**src/rtl/sequencer_pkg.sv**
```systemverilog
// sequencer_pkg
//   Shared types and constants for the cell array sequencer.
//   - seq_state_e : sequencer FSM states
//   - err_code_e  : abort reason reported with done
//   - Op*         : flow-control opcodes found in instruction[15:12]
package sequencer_pkg;

   typedef enum logic [1:0] {
      StIdle  = 2'd0,
      StFetch = 2'd1,
      StExec  = 2'd2,
      StDone  = 2'd3
   } seq_state_e;

   typedef enum logic [1:0] {
      ErrNone      = 2'd0,
      ErrOverflow  = 2'd1,
      ErrUnderflow = 2'd2,
      ErrTimeout   = 2'd3
   } err_code_e;

   localparam logic [3:0] OpJmp  = 4'hC;
   localparam logic [3:0] OpCall = 4'hD;
   localparam logic [3:0] OpRet  = 4'hE;
   localparam logic [3:0] OpHalt = 4'hF;

endpackage

```
**src/rtl/seq_return_stack.sv**
```systemverilog
// seq_return_stack
//   Return-address stack of 2**SP_LENGTH x PC_LENGTH registers.
//   Ports:
//     clk, rst      : clock, asynchronous active-low reset
//     clear_i       : synchronous pointer clear (start of a frame)
//     push_i        : push push_data_i (ignored when full)
//     pop_i         : pop one entry (ignored when empty)
//     sp_o          : current stack pointer (number of live entries)
//     top_o         : most recently pushed entry
//     full_o        : pointer at its maximum, further pushes would wrap it
//     empty_o       : no live entries
module seq_return_stack #(
   parameter int unsigned PC_LENGTH = 12,
   parameter int unsigned SP_LENGTH = 5
) (
   input  logic                 clk,
   input  logic                 rst,
   input  logic                 clear_i,
   input  logic                 push_i,
   input  logic                 pop_i,
   input  logic [PC_LENGTH-1:0] push_data_i,
   output logic [SP_LENGTH-1:0] sp_o,
   output logic [PC_LENGTH-1:0] top_o,
   output logic                 full_o,
   output logic                 empty_o
);

   localparam int unsigned Depth = 2 ** SP_LENGTH;

   logic [SP_LENGTH-1:0] sp_q, sp_d;
   logic [PC_LENGTH-1:0] mem_q [Depth];
   logic                 push_ok;
   logic                 pop_ok;

   // Full is declared one entry early so the pointer itself never wraps;
   // the highest slot is therefore never written.
   assign full_o  = (sp_q == {SP_LENGTH{1'b1}});
   assign empty_o = (sp_q == '0);
   assign push_ok = push_i & ~full_o & ~clear_i;
   assign pop_ok  = pop_i & ~empty_o & ~clear_i;

   always_comb begin
      sp_d = sp_q;
      if (clear_i) begin
         sp_d = '0;
      end else if (push_ok) begin
         sp_d = sp_q + SP_LENGTH'(1);
      end else if (pop_ok) begin
         sp_d = sp_q - SP_LENGTH'(1);
      end
   end

   always_ff @(posedge clk or negedge rst) begin
      if (!rst) begin
         sp_q <= '0;
      end else begin
         sp_q <= sp_d;
      end
   end

   always_ff @(posedge clk or negedge rst) begin
      if (!rst) begin
         for (int unsigned i = 0; i < Depth; i++) begin
            mem_q[i] <= '0;
         end
      end else if (push_ok) begin
         mem_q[sp_q] <= push_data_i;
      end
   end

   assign sp_o  = sp_q;
   assign top_o = mem_q[sp_q - SP_LENGTH'(1)];

endmodule

```
**src/rtl/cell_array_sequencer.sv**
```systemverilog
// cell_array_sequencer
//   Fetches a frame program from instruction memory and broadcasts each
//   instruction, with the post-instruction PC and SP, to an array of cell
//   cores. Handles JMP/CALL/RET/HALT itself and aborts on stack overflow,
//   stack underflow, cell divergence or an exhausted step budget.
//   Ports:
//     clk, rst                 : clock, asynchronous active-low reset
//     start                    : begins one frame (only accepted when idle)
//     busy                     : frame running (FETCH or EXEC)
//     done                     : one-cycle end-of-frame pulse
//     error, err_code          : abort flag and reason, valid with done
//     imem_addr, imem_rd_en    : instruction memory read request
//     imem_data                : instruction word, one cycle after the read
//     instruction              : word broadcast to the cells
//     next_program_counter     : post-instruction PC broadcast to the cells
//     next_stack_pointer       : post-instruction SP broadcast to the cells
//     execution_enable         : cell execute strobe
//     diverge_any              : OR of all cell diverge flags
//     frame_count              : completed error-free frames (wrapping)
module cell_array_sequencer
   import sequencer_pkg::*;
#(
   parameter int unsigned PC_LENGTH = 12,
   parameter int unsigned SP_LENGTH = 5,
   parameter int unsigned MAX_STEPS = 4096
) (
   input  logic                 clk,
   input  logic                 rst,
   input  logic                 start,
   output logic                 busy,
   output logic                 done,
   output logic                 error,
   output logic [1:0]           err_code,
   output logic [PC_LENGTH-1:0] imem_addr,
   output logic                 imem_rd_en,
   input  logic [15:0]          imem_data,
   output logic [15:0]          instruction,
   output logic [PC_LENGTH-1:0] next_program_counter,
   output logic [SP_LENGTH-1:0] next_stack_pointer,
   output logic                 execution_enable,
   input  logic                 diverge_any,
   output logic [15:0]          frame_count
);

   localparam int unsigned StepW = $clog2(MAX_STEPS + 1);
   localparam logic [StepW-1:0] MaxStepsW = StepW'(MAX_STEPS);

   seq_state_e           state_q, state_d;
   logic [PC_LENGTH-1:0] pc_q, pc_d;
   logic [StepW-1:0]     step_q, step_d;
   logic [15:0]          instr_q, instr_d;
   logic                 exec_en_q, exec_en_d;
   logic [PC_LENGTH-1:0] npc_q, npc_d;
   logic [SP_LENGTH-1:0] nsp_q, nsp_d;
   logic                 error_q, error_d;
   err_code_e            err_code_q, err_code_d;
   logic [15:0]          frame_count_q, frame_count_d;

   logic                 stk_clear;
   logic                 stk_push;
   logic                 stk_pop;
   logic [SP_LENGTH-1:0] stk_sp;
   logic [PC_LENGTH-1:0] stk_top;
   logic                 stk_full;
   logic                 stk_empty;

   logic [3:0]           op;
   logic [PC_LENGTH-1:0] jump_target;
   logic [PC_LENGTH-1:0] pc_inc;
   logic [StepW-1:0]     step_inc;
   logic [PC_LENGTH-1:0] exec_npc;
   logic [SP_LENGTH-1:0] exec_nsp;
   logic                 hard_abort;
   err_code_e            hard_code;
   logic                 halt;
   logic                 late_diverge;

   seq_return_stack #(
      .PC_LENGTH(PC_LENGTH),
      .SP_LENGTH(SP_LENGTH)
   ) u_stack (
      .clk        (clk),
      .rst        (rst),
      .clear_i    (stk_clear),
      .push_i     (stk_push),
      .pop_i      (stk_pop),
      .push_data_i(pc_inc),
      .sp_o       (stk_sp),
      .top_o      (stk_top),
      .full_o     (stk_full),
      .empty_o    (stk_empty)
   );

   // The word being executed is decoded straight from the memory port in
   // EXEC; instr_q is its registered copy broadcast to the cells.
   assign op          = imem_data[15:12];
   assign jump_target = PC_LENGTH'(imem_data[11:0]);
   assign pc_inc      = pc_q + PC_LENGTH'(1);
   assign step_inc    = step_q + StepW'(1);

   // The cells execute the last instruction of a frame during DONE, so a
   // divergence there must still be reported with this done pulse. An
   // earlier error is kept.
   assign late_diverge = (state_q == StDone) && exec_en_q && diverge_any && !error_q;

   always_comb begin
      state_d       = state_q;
      pc_d          = pc_q;
      step_d        = step_q;
      instr_d       = instr_q;
      exec_en_d     = 1'b0;
      npc_d         = npc_q;
      nsp_d         = nsp_q;
      error_d       = error_q;
      err_code_d    = err_code_q;
      frame_count_d = frame_count_q;
      stk_clear     = 1'b0;
      stk_push      = 1'b0;
      stk_pop       = 1'b0;
      exec_npc      = pc_inc;
      exec_nsp      = stk_sp;
      hard_abort    = 1'b0;
      hard_code     = ErrNone;
      halt          = 1'b0;

      unique case (state_q)
         StIdle: begin
            if (start) begin
               state_d    = StFetch;
               pc_d       = '0;
               step_d     = '0;
               error_d    = 1'b0;
               err_code_d = ErrNone;
               stk_clear  = 1'b1;
            end
         end

         StFetch: begin
            // exec_en_q high here means the cells ran the previous word in
            // this cycle, so diverge_any reflects that instruction.
            if (exec_en_q && diverge_any) begin
               state_d    = StDone;
               error_d    = 1'b1;
               err_code_d = ErrUnderflow;
            end else begin
               state_d = StExec;
            end
         end

         StExec: begin
            instr_d = imem_data;
            step_d  = step_inc;

            case (op)
               OpJmp: exec_npc = jump_target;
               OpCall: begin
                  if (stk_full) begin
                     hard_abort = 1'b1;
                     hard_code  = ErrOverflow;
                  end else begin
                     stk_push = 1'b1;
                     exec_npc = jump_target;
                     exec_nsp = stk_sp + SP_LENGTH'(1);
                  end
               end
               OpRet: begin
                  if (stk_empty) begin
                     hard_abort = 1'b1;
                     hard_code  = ErrUnderflow;
                  end else begin
                     stk_pop  = 1'b1;
                     exec_npc = stk_top;
                     exec_nsp = stk_sp - SP_LENGTH'(1);
                  end
               end
               OpHalt:  halt = 1'b1;
               default: ;
            endcase

            if (hard_abort) begin
               // Faulting stack operations are never shown to the cells.
               state_d    = StDone;
               error_d    = 1'b1;
               err_code_d = hard_code;
            end else begin
               exec_en_d = 1'b1;
               pc_d      = exec_npc;
               npc_d     = exec_npc;
               nsp_d     = exec_nsp;
               if (halt) begin
                  state_d = StDone;
               end else if (step_inc == MaxStepsW) begin
                  state_d    = StDone;
                  error_d    = 1'b1;
                  err_code_d = ErrTimeout;
               end else begin
                  state_d = StFetch;
               end
            end
         end

         StDone: begin
            state_d = StIdle;
            if (late_diverge) begin
               error_d    = 1'b1;
               err_code_d = ErrUnderflow;
            end
            if (!(error_q || late_diverge)) begin
               frame_count_d = frame_count_q + 16'd1;
            end
         end
      endcase
   end

   always_ff @(posedge clk or negedge rst) begin
      if (!rst) begin
         state_q       <= StIdle;
         pc_q          <= '0;
         step_q        <= '0;
         instr_q       <= '0;
         exec_en_q     <= 1'b0;
         npc_q         <= '0;
         nsp_q         <= '0;
         error_q       <= 1'b0;
         err_code_q    <= ErrNone;
         frame_count_q <= '0;
      end else begin
         state_q       <= state_d;
         pc_q          <= pc_d;
         step_q        <= step_d;
         instr_q       <= instr_d;
         exec_en_q     <= exec_en_d;
         npc_q         <= npc_d;
         nsp_q         <= nsp_d;
         error_q       <= error_d;
         err_code_q    <= err_code_d;
         frame_count_q <= frame_count_d;
      end
   end

   assign busy                 = (state_q == StFetch) || (state_q == StExec);
   assign done                 = (state_q == StDone);
   assign error                = error_q | late_diverge;
   assign err_code             = late_diverge ? ErrUnderflow : err_code_q;
   assign imem_rd_en           = (state_q == StFetch);
   assign imem_addr            = (state_q == StFetch) ? pc_q : '0;
   assign instruction          = instr_q;
   assign next_program_counter = npc_q;
   assign next_stack_pointer   = nsp_q;
   assign execution_enable     = exec_en_q;
   assign frame_count          = frame_count_q;

endmodule

```
**config.mk**
```make
export PLATFORM = sky130hd
export DESIGN_NAME = cell_array_sequencer
export DESIGN_NICKNAME = d
export VERILOG_FILES = /design/src/rtl/sequencer_pkg.sv /design/src/rtl/seq_return_stack.sv /design/src/rtl/cell_array_sequencer.sv
export SDC_FILE = /design/constraint.sdc
export NUM_CORES = 1
export LEC_CHECK = 0
export CORE_ASPECT_RATIO = 1.75
export CORE_MARGIN = 3
export CORE_UTILIZATION = 49
export DETAILED_ROUTE_END_ITERATION = 8
export HOLD_SLACK_MARGIN = 0.05
export PLACE_DENSITY = 0.69
export SLEW_MARGIN = 20
export SYNTH_ARGS = -nofsm -noshare
export SYNTH_HDL_FRONTEND = slang
export SYNTH_HIERARCHICAL = 1
export SYNTH_SLANG_ARGS = --single-unit
```
**constraint.sdc**
```tcl
create_clock -name clk -period 2.9 [get_ports clk]
set_input_delay 0.87 -clock clk [delete_from_list [all_inputs] [get_ports clk]]
set_output_delay 0.87 -clock clk [all_outputs]
set_load 0.01 [all_outputs]
```
==> impl_results.md, run 1 <==
- Number of synthesized flops with an enable pin: 0
- Global-route wire length before repair: 91000 um
- Synth Cell Area: between 20000 and 25000 um^2
- Area Overhead vs Synth: 20.2%
- Seq pwr share: 0.380
- Max rail drop VDD: 846 uV
- F_max: ~0.35 GHz
- Pre-Repair DR Iteration Count: 8
- CTS max path bufs: 3
- Slew headroom: 0.271
- Max-cap violations: 0
- Vias: 14.6k
- Die ar.: 49100 um^2
- Filler cell count: between 3k and 4k
- Synth unique cells: between 60 and 70
- Cell taking the most area after synthesis: dfrtp_1
- Residual DRC: 0
- GPL Wtd Cong: 0.929
- Mapped Nets: 1669
- DP HPWL: ~40000 um
- Fin. Hold Viols: 0
- Worst slew pin tran: 1090 ps
- Top cell type's share of synthesized area: 0.516
- Share of cells above drive strength 1: 0.445
- Req. time, crit path: 3310 ps
- Die Ht: 291 um
- Cell mode on critical path: a21oi_1
- Multi-input gate area in the final layout: 10500 um^2
- Crit-path max FO: 11
- Clock slew at reported path FFs: 60 ps
- Slowest Stage Delay on Critical Path: approximately 470 ps
- Routed Wire Length: between 50000 and 60000 um
- Post-layout nets: 1839
- Initial Utilization: 0.500
- Yosys reg bits: 469
- R2R Path Start: u_stack/sp_o[0]
- Fraction of registers with async set/reset: 1.00
- CP endpoint kind: flip-flop
- Switching pwr: roughly 6000 uW
- Total gr overflow: 0
- Commonest cells post-synth: 469 x dfrtp_1, 414 x mux2_2, 96 x mux4_2
- Seq/Total Area, Yosys: 0.516
- I/O pin total: 88
- CP delay by family, top: compound AO/OA/AOI/OAI gates
- Synth Warn #: 6
- Final setup violation count: 0
- Leakage: between 0.01 and 0.015 uW
- Layout Skew: 24.1 ps
- Largest net degree at the start of global routing: 83
- CP max stage cell: dfrtp_4
- Register area: roughly 12000 um^2
- Die width: 169 um
- Clk root buf: clkbuf_16
- Status: finished clean
- Vias per cell: about 6.0
- WS Path Type: flip-flop to flip-flop
- Utilization after layout: 0.601
- Rows: 103
- Most frequent cell after synthesis: dfrtp_1
- Drt wl/cell: roughly 24 um
- I/O Buffers: 87
- Type of the most critical hold path: primary input to asynchronous set/reset pin
- Cells after Synth: 1633
- Pins Over Slew Limit: 0
- Tcrit/Tclk final: 0.986
- Clock Latency Late Sink: 560 ps
- Total GRT Usage: 0.237
- CP arrival: roughly 3300 ps
- Synth Flop Type: dfrtp_1
- Initial DRC count: 1060
- Post-DRT Antenna Nets: 0
- Clock sink count: 469
- CTS tree: yes
- Placed cell count: 2311
- Gate power share: 0.313
- CTS buffer count: 44
- Avg Inst Size Synth: 13.9 um^2
- Initial antenna violation count: 0
- Min cycle time layout: 2860 ps
- Layout Cells excl Fill: 2415
- Vias in the first global route: ~15k
- CP Launch Type: flip-flop
- Setup TNS: 0 ps
- CP Buf/Inv Count: 3
- Clk pwr share: 0.307
- H-tree Lvls: 2
- Cell Pwr Density: 695 nW/um^2
- CP Launch Point: u_stack/sp_o[0]
- CP cell instances: inv_2 -> ha_4 -> buf_4 -> clkbuf_16 -> mux4_2 -> mux2_2 -> a21oi_1 -> a2111oi_2 -> a22o_1 -> a21oi_1 -> o21ai_0
- Synth top area cells: dfrtp_1 52%, mux2_2 21%, mux4_2 9.5%
- Diode count: 0
- Core outline area: approximately 45000 um^2
- Pint: 13000 uW
- Sw Ratio: 0.315
- Unrepaired setup endpoints after global routing: yes
-- logic make-up (layout without fill, tap and decap cells) --
| logic type | Yosys count | in the layout | share of synthesized area |
|---|---|---|---|
| buffers and inverters | 150 | 355 | 0.0331 |
| AO/OA/AOI/OAI | 173 | 173 | 0.0595 |
| AND/OR/NAND/NOR | 270 | 270 | 0.0633 |
| flip-flops | 469 | 469 | 0.516 |
| multiplexers | 524 | 524 | 0.307 |
| adder cells (fa/ha/maj) | 16 | 16 | 0.00881 |
| XOR/XNOR | 31 | 31 | 0.0123 |
-- final timing paths --
check | cells past startpoint | to | slack [ps]
hold reg to reg | 2 | next_program_counter[6] | 490
setup / recovery | 11 | pc_q[0] | 40
setup reg to reg | 11 | pc_q[0] | 40
min in group clk | 2 | next_program_counter[6] | 490
hold / removal | 1 | u_stack/mem_q[211] | 260
max in group asynchronous | 2 | u_stack/mem_q[226] | 1770
-- repair_timing --
action | CTS | global route
buffers inserted | 3 | 17
pin swaps | 2 | 4
gates cloned | 1 | 3
endpoints found under the setup margin | 40 | 35
hold buffers | 0 | 0
resized for setup | 13 | 19
-- metal layers --
metal / global-route usage / wire [um] / vias to the layer above
li1: - / - / 6352
met1: 0.285 / 22700 / 7678
met2: 0.422 / 31100 / 418
met3: 0.0317 / 2400 / 150
met4: 0.105 / 2730 / 0
met5: 0 / 0 / -
-- registers in the layout (all words and copies together), names as in the netlist, 5 cells and up --
register              count
frame_count              16
instruction              16
next_program_counter     12
next_stack_pointer        5
pc_q                     12
step_q                   13
u_stack/mem_q           384
u_stack/sp_o              5
-- cells in the final DEF, fill, tap and decap left out, drive strengths merged, types with 27 or more instances in the layout --
master           n
clkbuf          73
nor2b           27
buf            165
a21oi           29
dfrtp          469
o21ai           57
nand2           81
nor2            44
mux2           416
mux4            96
clkdlybuf4s50   82
-- stage by stage --
step	instance area, um^2	hold slack [ps]	setup WS, ps	power, uW
6_report	27300	260	40.9	19000
5_1_grt	27300	273	-26.5	19700
4_1_cts	27000	254	1.03	18700
3_5_place_dp	25400	476	-328	12700
3_3_place_gp	25400	467	-336	12600
2_1_floorplan	22800	459	3.13	10400
-- cell type report --
| type | count | area share |
|---|---|---|
| clock buffer | 70 | 0.0491 |
| clock inverter | 11 | 0.00440 |
| inverter | 19 | 0.00270 |
| multi-input combinational | 1014 | 0.385 |
| sequential | 469 | 0.430 |
| tap | 577 | 0.0264 |
| timing repair buffer | 255 | 0.103 |
-- power groups by stage --
stage	sequential, uW	clock (uW)	combinational, uW
2_1_floorplan	7380	0	2980
3_3_place_gp	7310	0	5290
3_5_place_dp	7330	0	5360
4_1_cts	7220	5960	5470
5_1_grt	7270	6190	6270
6_report	7220	5830	5950
No activity file was read; power rests on OpenSTA's default activity.
==> run 2, diff against run 1 <==
--- a/config.mk
+++ b/config.mk
@@ -8,9 +8,11 @@
 export CORE_ASPECT_RATIO = 1.75
 export CORE_MARGIN = 3
 export CORE_UTILIZATION = 49
+export CTS_BUF_LIST = sky130_fd_sc_hd__clkbuf_16
 export DETAILED_ROUTE_END_ITERATION = 8
+export DONT_BUFFER_PORTS = 1
 export HOLD_SLACK_MARGIN = 0.05
-export PLACE_DENSITY = 0.69
+export PLACE_DENSITY = 0.66
 export SLEW_MARGIN = 20
 export SYNTH_ARGS = -nofsm -noshare
 export SYNTH_HDL_FRONTEND = slang
==> run 2 against run 1 <==
  * The flow now finishes with violations (slew limit)
  * Non-clock buffer count is 131 lower
  * Global-route usage is 0.18 points lower
  * Register-to-register slack worse by 30 ps
  * Clock power is 9.8% higher
  * Cell count is 5.3% lower
  * Critical endpoint is now u_stack/mem_q[177]
  * Highest routed layer unchanged
==> impl_results.md, run 2 (same netlist as run 1, synthesis figures left out) <==
- I/O Buffers: 0
- Final setup violation count: 0
- Internal reg-to-reg setup slack: 8 ps
- Levels on crit path: 10
- Most common cell after layout, fill and taps aside: dfrtp_1
- Most frequent cells in the layout: 467 x dfrtp_1, 414 x mux2_2, 96 x mux4_2
- Residual DRC: 0
- CP Buf/Inv Count: 2
- FF-to-FF path depth: 10
- Type of the most critical hold path: primary input to asynchronous set/reset pin
- Clock sink count: 469
- Req. time, crit path: 3340 ps
- Pre-CTS WS: -22.7 ps
- F_max: between 0.3 and 0.4 GHz
- Total gr overflow: 0
- Routed Wire Length: 59300 um
- Leakage: 0.0123 uW
- Utilization after layout: 0.579
- Top reg by flops: u_stack/mem_q
- Failing checks: slew limit
- Slowest Stage Delay on Critical Path: between 500 and 600 ps
- Crit-path max FO: 12
- CP endpoint kind: flip-flop
- Initial DRC count: 1062
- Max-cap violations: 0
- CTS tree: yes
- Die ar.: roughly 50000 um^2
- Global-route wire length before repair: 89200 um
- Filler cell count: roughly 3.6k
- Pins Over Slew Limit: 289
- Fin. Hold Viols: 0
- Area Overhead vs Synth: 16.0%
- Share of cells above drive strength 1: 0.467
- Clock slew at reported path FFs: 70 ps
- R2R Path Start: u_stack/sp_o[0]
- GPL Wtd Cong: 0.922
- Cell mode on critical path: ha_1
- Max reg flops: 384
- CP max stage cell: dfrtp_4
- Status: finished, violations left
- Max rail drop VDD: 594 uV
- Setup ws final: 7.99 ps
- CP Launch Type: flip-flop
- Post-layout nets: 1708
- H-tree Lvls: 2
- Min cycle time layout: 2890 ps
- DP HPWL: 39000 um
- Worst slew pin tran: around 1800 ps
- Clock Latency Late Sink: about 560 ps
- CP delay by family, top: simple AND/OR/NAND/NOR gates
- Placed cell count: 2187
- Drt wl/cell: about 26 um
- Die Ht: 291 um
- Core outline area: 45500 um^2
- CP arrival: 3330 ps
- Pre-Repair DR Iteration Count: 8
- WS Path Type: flip-flop to flip-flop
- FF-to-FF End: u_stack/mem_q[177]
- CP cell instances: ha_1 -> and3_1 -> ha_1 -> nor3_2 -> nor3b_2 -> buf_4 -> and2_1 -> nand3_1 -> buf_12 -> mux2_2
- Layout Cells excl Fill: between 2k and 2.5k
- Vias in the first global route: 15.0k
- Rows: 103
- Total GRT Usage: 0.235
- Vias: approximately 14k
- Post-DRT Antenna Nets: 0
- Cell Pwr Density: 712 nW/um^2
- Largest net degree at the start of global routing: 470
- Initial Utilization: 0.500
- Slew headroom: -0.185
- Tcrit/Tclk final: 0.997
- Clk root buf: clkbuf_16
- Initial antenna violation count: 2
- Layout Skew: 15.8 ps
- CTS buffer count: 44
- Die width: 169 um
- I/O pin total: 88
- Vias per cell: 6.16
- CTS max path bufs: 3
==> run 2: metrics by stage <==
stage | instance area, um^2 | power, uW | hold slack [ps] | setup TNS [ps]
after global routing | 26400 | 19500 | 30.1 | -2440
after global placement | 24300 | 11800 | 474 | -2.59
after floorplan | 22800 | 10400 | 459 | 0
after detailed placement | 24300 | 11900 | 488 | -37.0
after CTS | 25900 | 18300 | -12.6 | 0
final | 26400 | 18800 | 44.4 | 0
==> run 2: worst register-to-register path: cells and delay by family (launching register included) <==
kind,cells,cell delay [ps]
adders and majority gates,2,470
buffers and inverters,2,390
DFF,1,520
muxes,1,280
and+or+nand+nor,5,1100
==> run 2: power breakdown <==
group / leakage, uW / total (uW) / switching, uW / internal (uW)
clock network: 0.000809 / 6400 / 2530 / 3870
registers: 0.00649 / 7410 / 495 / 6920
logic: 0.00501 / 4940 / 2840 / 2100
==> run 2: area by class of cell <==
cell class                 instances  area, um^2  share of cell area
timing repair buffer             124        1670              0.0634
clock buffer                      46        1150              0.0437
inverter                          19        73.8             0.00280
sequential                       469       11700               0.445
multi-input combinational       1014       10500               0.400
antenna                            2        5.00            0.000190
tap                              577         722              0.0274
clock inverter                    36         462              0.0175
==> run 2: metal layers <==
metal	part of all wire	GRT usage	vias to the layer above
met5	0	0	-
met4	0.057	0.112	0
met3	0.040	0.0295	152
met2	0.53	0.416	388
met1	0.38	0.283	7438
li1	-	-	6102
==> run 2: worst max path at each step <==
stage,from,to
after floorplan,u_stack/sp_o[0],err_code_q[1]
after global placement,u_stack/sp_o[0],pc_q[10]
after detailed placement,u_stack/sp_o[1],pc_q[10]
after CTS,u_stack/sp_o[0],u_stack/mem_q[113]
after global routing,u_stack/sp_o[0],u_stack/mem_q[188]
final,u_stack/sp_o[0],u_stack/mem_q[177]
==> run 2: repair_timing <==
item / 4_1_cts / 5_1_grt
endpoints found under the hold margin: 355 / 58
gates resized for setup: 7 / 38
setup buffers: 0 / 8
setup endpoints to repair: 20 / 286
pin swaps: 1 / 6
gates cloned: 0 / 7
==> run 3, diff against run 2 <==
--- a/config.mk
+++ b/config.mk
@@ -11,6 +11,7 @@
 export CTS_BUF_LIST = sky130_fd_sc_hd__clkbuf_16
 export DETAILED_ROUTE_END_ITERATION = 8
 export DONT_BUFFER_PORTS = 1
+export GPL_ROUTABILITY_DRIVEN = 0
 export HOLD_SLACK_MARGIN = 0.05
 export PLACE_DENSITY = 0.66
 export SLEW_MARGIN = 20
==> run 3 against run 2 <==
  * The run still ends with slew limit left
  * First-iteration DRC count up 4.8%
  * Utilization is 0.73 points lower
  * Cell count hardly changed
  * Worst hold slack better by 30 ps
  * Flip-flop and latch count did not move
  * Critical endpoint is now pc_q[3]
  * Largest cell class unchanged
==> impl_results.md, run 3 (same netlist as run 1, synthesis figures left out) <==
- CTS buffer count: 44
- Rows: 103
- Clk root buf: clkbuf_16
- Status: finished, violations left
- FF-to-FF path depth: 11
- Total GRT Usage: 0.235
- Slew headroom: -0.181
- Min Hold Slack: 74.2 ps
- Routed Wire Length: 58900 um
- I/O Buffers: 0
- Clock Latency Late Sink: 570 ps
- Residual DRC: 0
- Clock slew at reported path FFs: 70 ps
- Drt wl/cell: 25.7 um
- Cell Pwr Density: approximately 680 nW/um^2
- CP Buf/Inv Count: 4
- Pins Over Slew Limit: between 200 and 250
- Unrepaired setup endpoints after global routing: yes
- Min cycle time layout: 2890 ps
- Internal reg-to-reg setup slack: 6 ps
- Seq pwr share: 0.420
- Clock sink count: roughly 470
- F_max: 0.346 GHz
- Area Overhead vs Synth: 14.5%
- Initial antenna violation count: 0
- Vias: between 10k and 15k
- CTS tree: yes
- Initial Utilization: 0.500
- CTS max path bufs: 3
- Register area: 11700 um^2
- Share of cells above drive strength 1: 0.459
- Final setup violation count: 0
- Post-DRT Antenna Nets: 0
- Sw Ratio: 0.326
- Multi-input gate area in the final layout: between 10000 and 15000 um^2
- Initial DRC count: 1113
- WS Path Type: flip-flop to flip-flop
- Filler cell count: approximately 3.6k
- Die width: 169 um
- Most common cell after layout, fill and taps aside: dfrtp_1
- Worst slew pin tran: 1770 ps
- Crit-path max FO: 10
- Setup TNS: 0 ps
- CP endpoint kind: flip-flop
- Failing checks: slew limit
- FF-to-FF End: pc_q[3]
- Global-route wire length before repair: 89600 um
- H-tree Lvls: 2
- R2R Path Start: u_stack/sp_o[0]
- I/O pin total: slightly below 90
- Largest net degree at the start of global routing: 470
- Gate power share: 0.269
- Clk pwr share: 0.311
- CP Launch Type: flip-flop
- Cell mode on critical path: buf_4
- Total gr overflow: 0
- CP cell instances: inv_1 -> ha_4 -> buf_4 -> clkbuf_16 -> buf_4 -> mux4_2 -> nor2b_1 -> a221oi_2 -> a2111oi_2 -> a21oi_1 -> o21ai_0
- Die Ht: 291 um
- Leakage: approximately 0.012 uW
- Max reg flops: 384
- CP max stage cell: dfrtp_4
- Die ar.: 49100 um^2
- CP arrival: between 3000 and 4000 ps
- Vias in the first global route: 14.9k
- CP delay by family, top: compound AO/OA/AOI/OAI gates
- Layout Skew: 20.2 ps
- Vias per cell: ~6.1
- Top reg by flops: u_stack/mem_q
- Fin. Hold Viols: 0
- Switching pwr: ~5700 uW
- Most frequent cells in the layout: 468 x dfrtp_1, 414 x mux2_2, 96 x mux4_2
- Type of the most critical hold path: primary input to asynchronous set/reset pin
- Slowest Stage Delay on Critical Path: 510 ps
- Req. time, crit path: between 3000 and 4000 ps
- Post-layout nets: 1714
- DP HPWL: roughly 39000 um
- Pint: 11900 uW
- Pre-Repair DR Iteration Count: 7
- Core outline area: 45500 um^2
- Max rail drop VDD: approximately 700 uV
- Tcrit/Tclk final: 0.998
- Max-cap violations: 0
run 3: worst max path at each step:
stage / cells past startpoint / startpoint / endpoint
after global placement: 8 / imem_data[13] / u_stack/mem_q[123]
after CTS: 11 / u_stack/sp_o[0] / pc_q[0]
final: 11 / u_stack/sp_o[0] / pc_q[3]
after global routing: 11 / u_stack/sp_o[0] / pc_q[0]
after detailed placement: 8 / imem_data[13] / u_stack/mem_q[111]
after floorplan: 14 / u_stack/sp_o[0] / err_code_q[1]
run 3: power groups by stage:
stage | registers (uW) | clock network [uW] | logic (uW)
2_1_floorplan | 7380 | 0 | 2980
3_3_place_gp | 7520 | 0 | 4330
3_5_place_dp | 7540 | 0 | 4380
4_1_cts | 7410 | 5630 | 4420
5_1_grt | 7450 | 5870 | 5040
6_report | 7420 | 5490 | 4750
run 3: worst reg2reg max path, delay by kind of cell (launching register included):
family | cells | cell delay, ps
AO/OA/AOI/OAI | 4 | 970
adder cells (fa/ha/maj) | 1 | 270
buffers and inverters | 4 | 600
flip-flops | 1 | 510
multiplexers | 1 | 270
AND/OR/NAND/NOR | 1 | 200
run 3: layout make-up:
class,count,area share
Sequential cell,469,0.451
Multi-Input combinational cell,1014,0.404
Timing Repair Buffer,130,0.0629
Clock buffer,45,0.0433
Tap cell,577,0.0277
Clock inverter,34,0.00836
Inverter,19,0.00284
Antenna cell,1,0.0000961
run 3: metrics by stage:
step	utilization	setup slack [ps]	cell area (um^2)	total power, uW	cells
finish	0.572	5.69	26000	17700	2289
global route	0.572	-52.6	26000	18400	2288
CTS	0.565	11.5	25700	17500	2274
detailed placement	0.535	-47.9	24300	11900	2194
global placement	0.535	-28.9	24300	11900	2194
floorplan	-	3.13	22800	10400	1633
run 3: per-layer routing:
metal / vias up / part of all wire / global-route usage
met3: 99 / 0.033 / 0.0238
met5: - / 0 / 0
met1: 7471 / 0.39 / 0.285
li1: 6098 / - / -
met4: 0 / 0.038 / 0.0901
met2: 292 / 0.54 / 0.428
run 3: what timing repair did:
| action | in CTS | in global routing |
|---|---|---|
| gates resized for setup | 7 | 37 |
| buffers inserted | 1 | 5 |
| pin swaps | 1 | 7 |
| endpoints found under the setup margin | 23 | 344 |
| cloned | 0 | 3 |
| endpoints found under the hold margin | 459 | 66 |
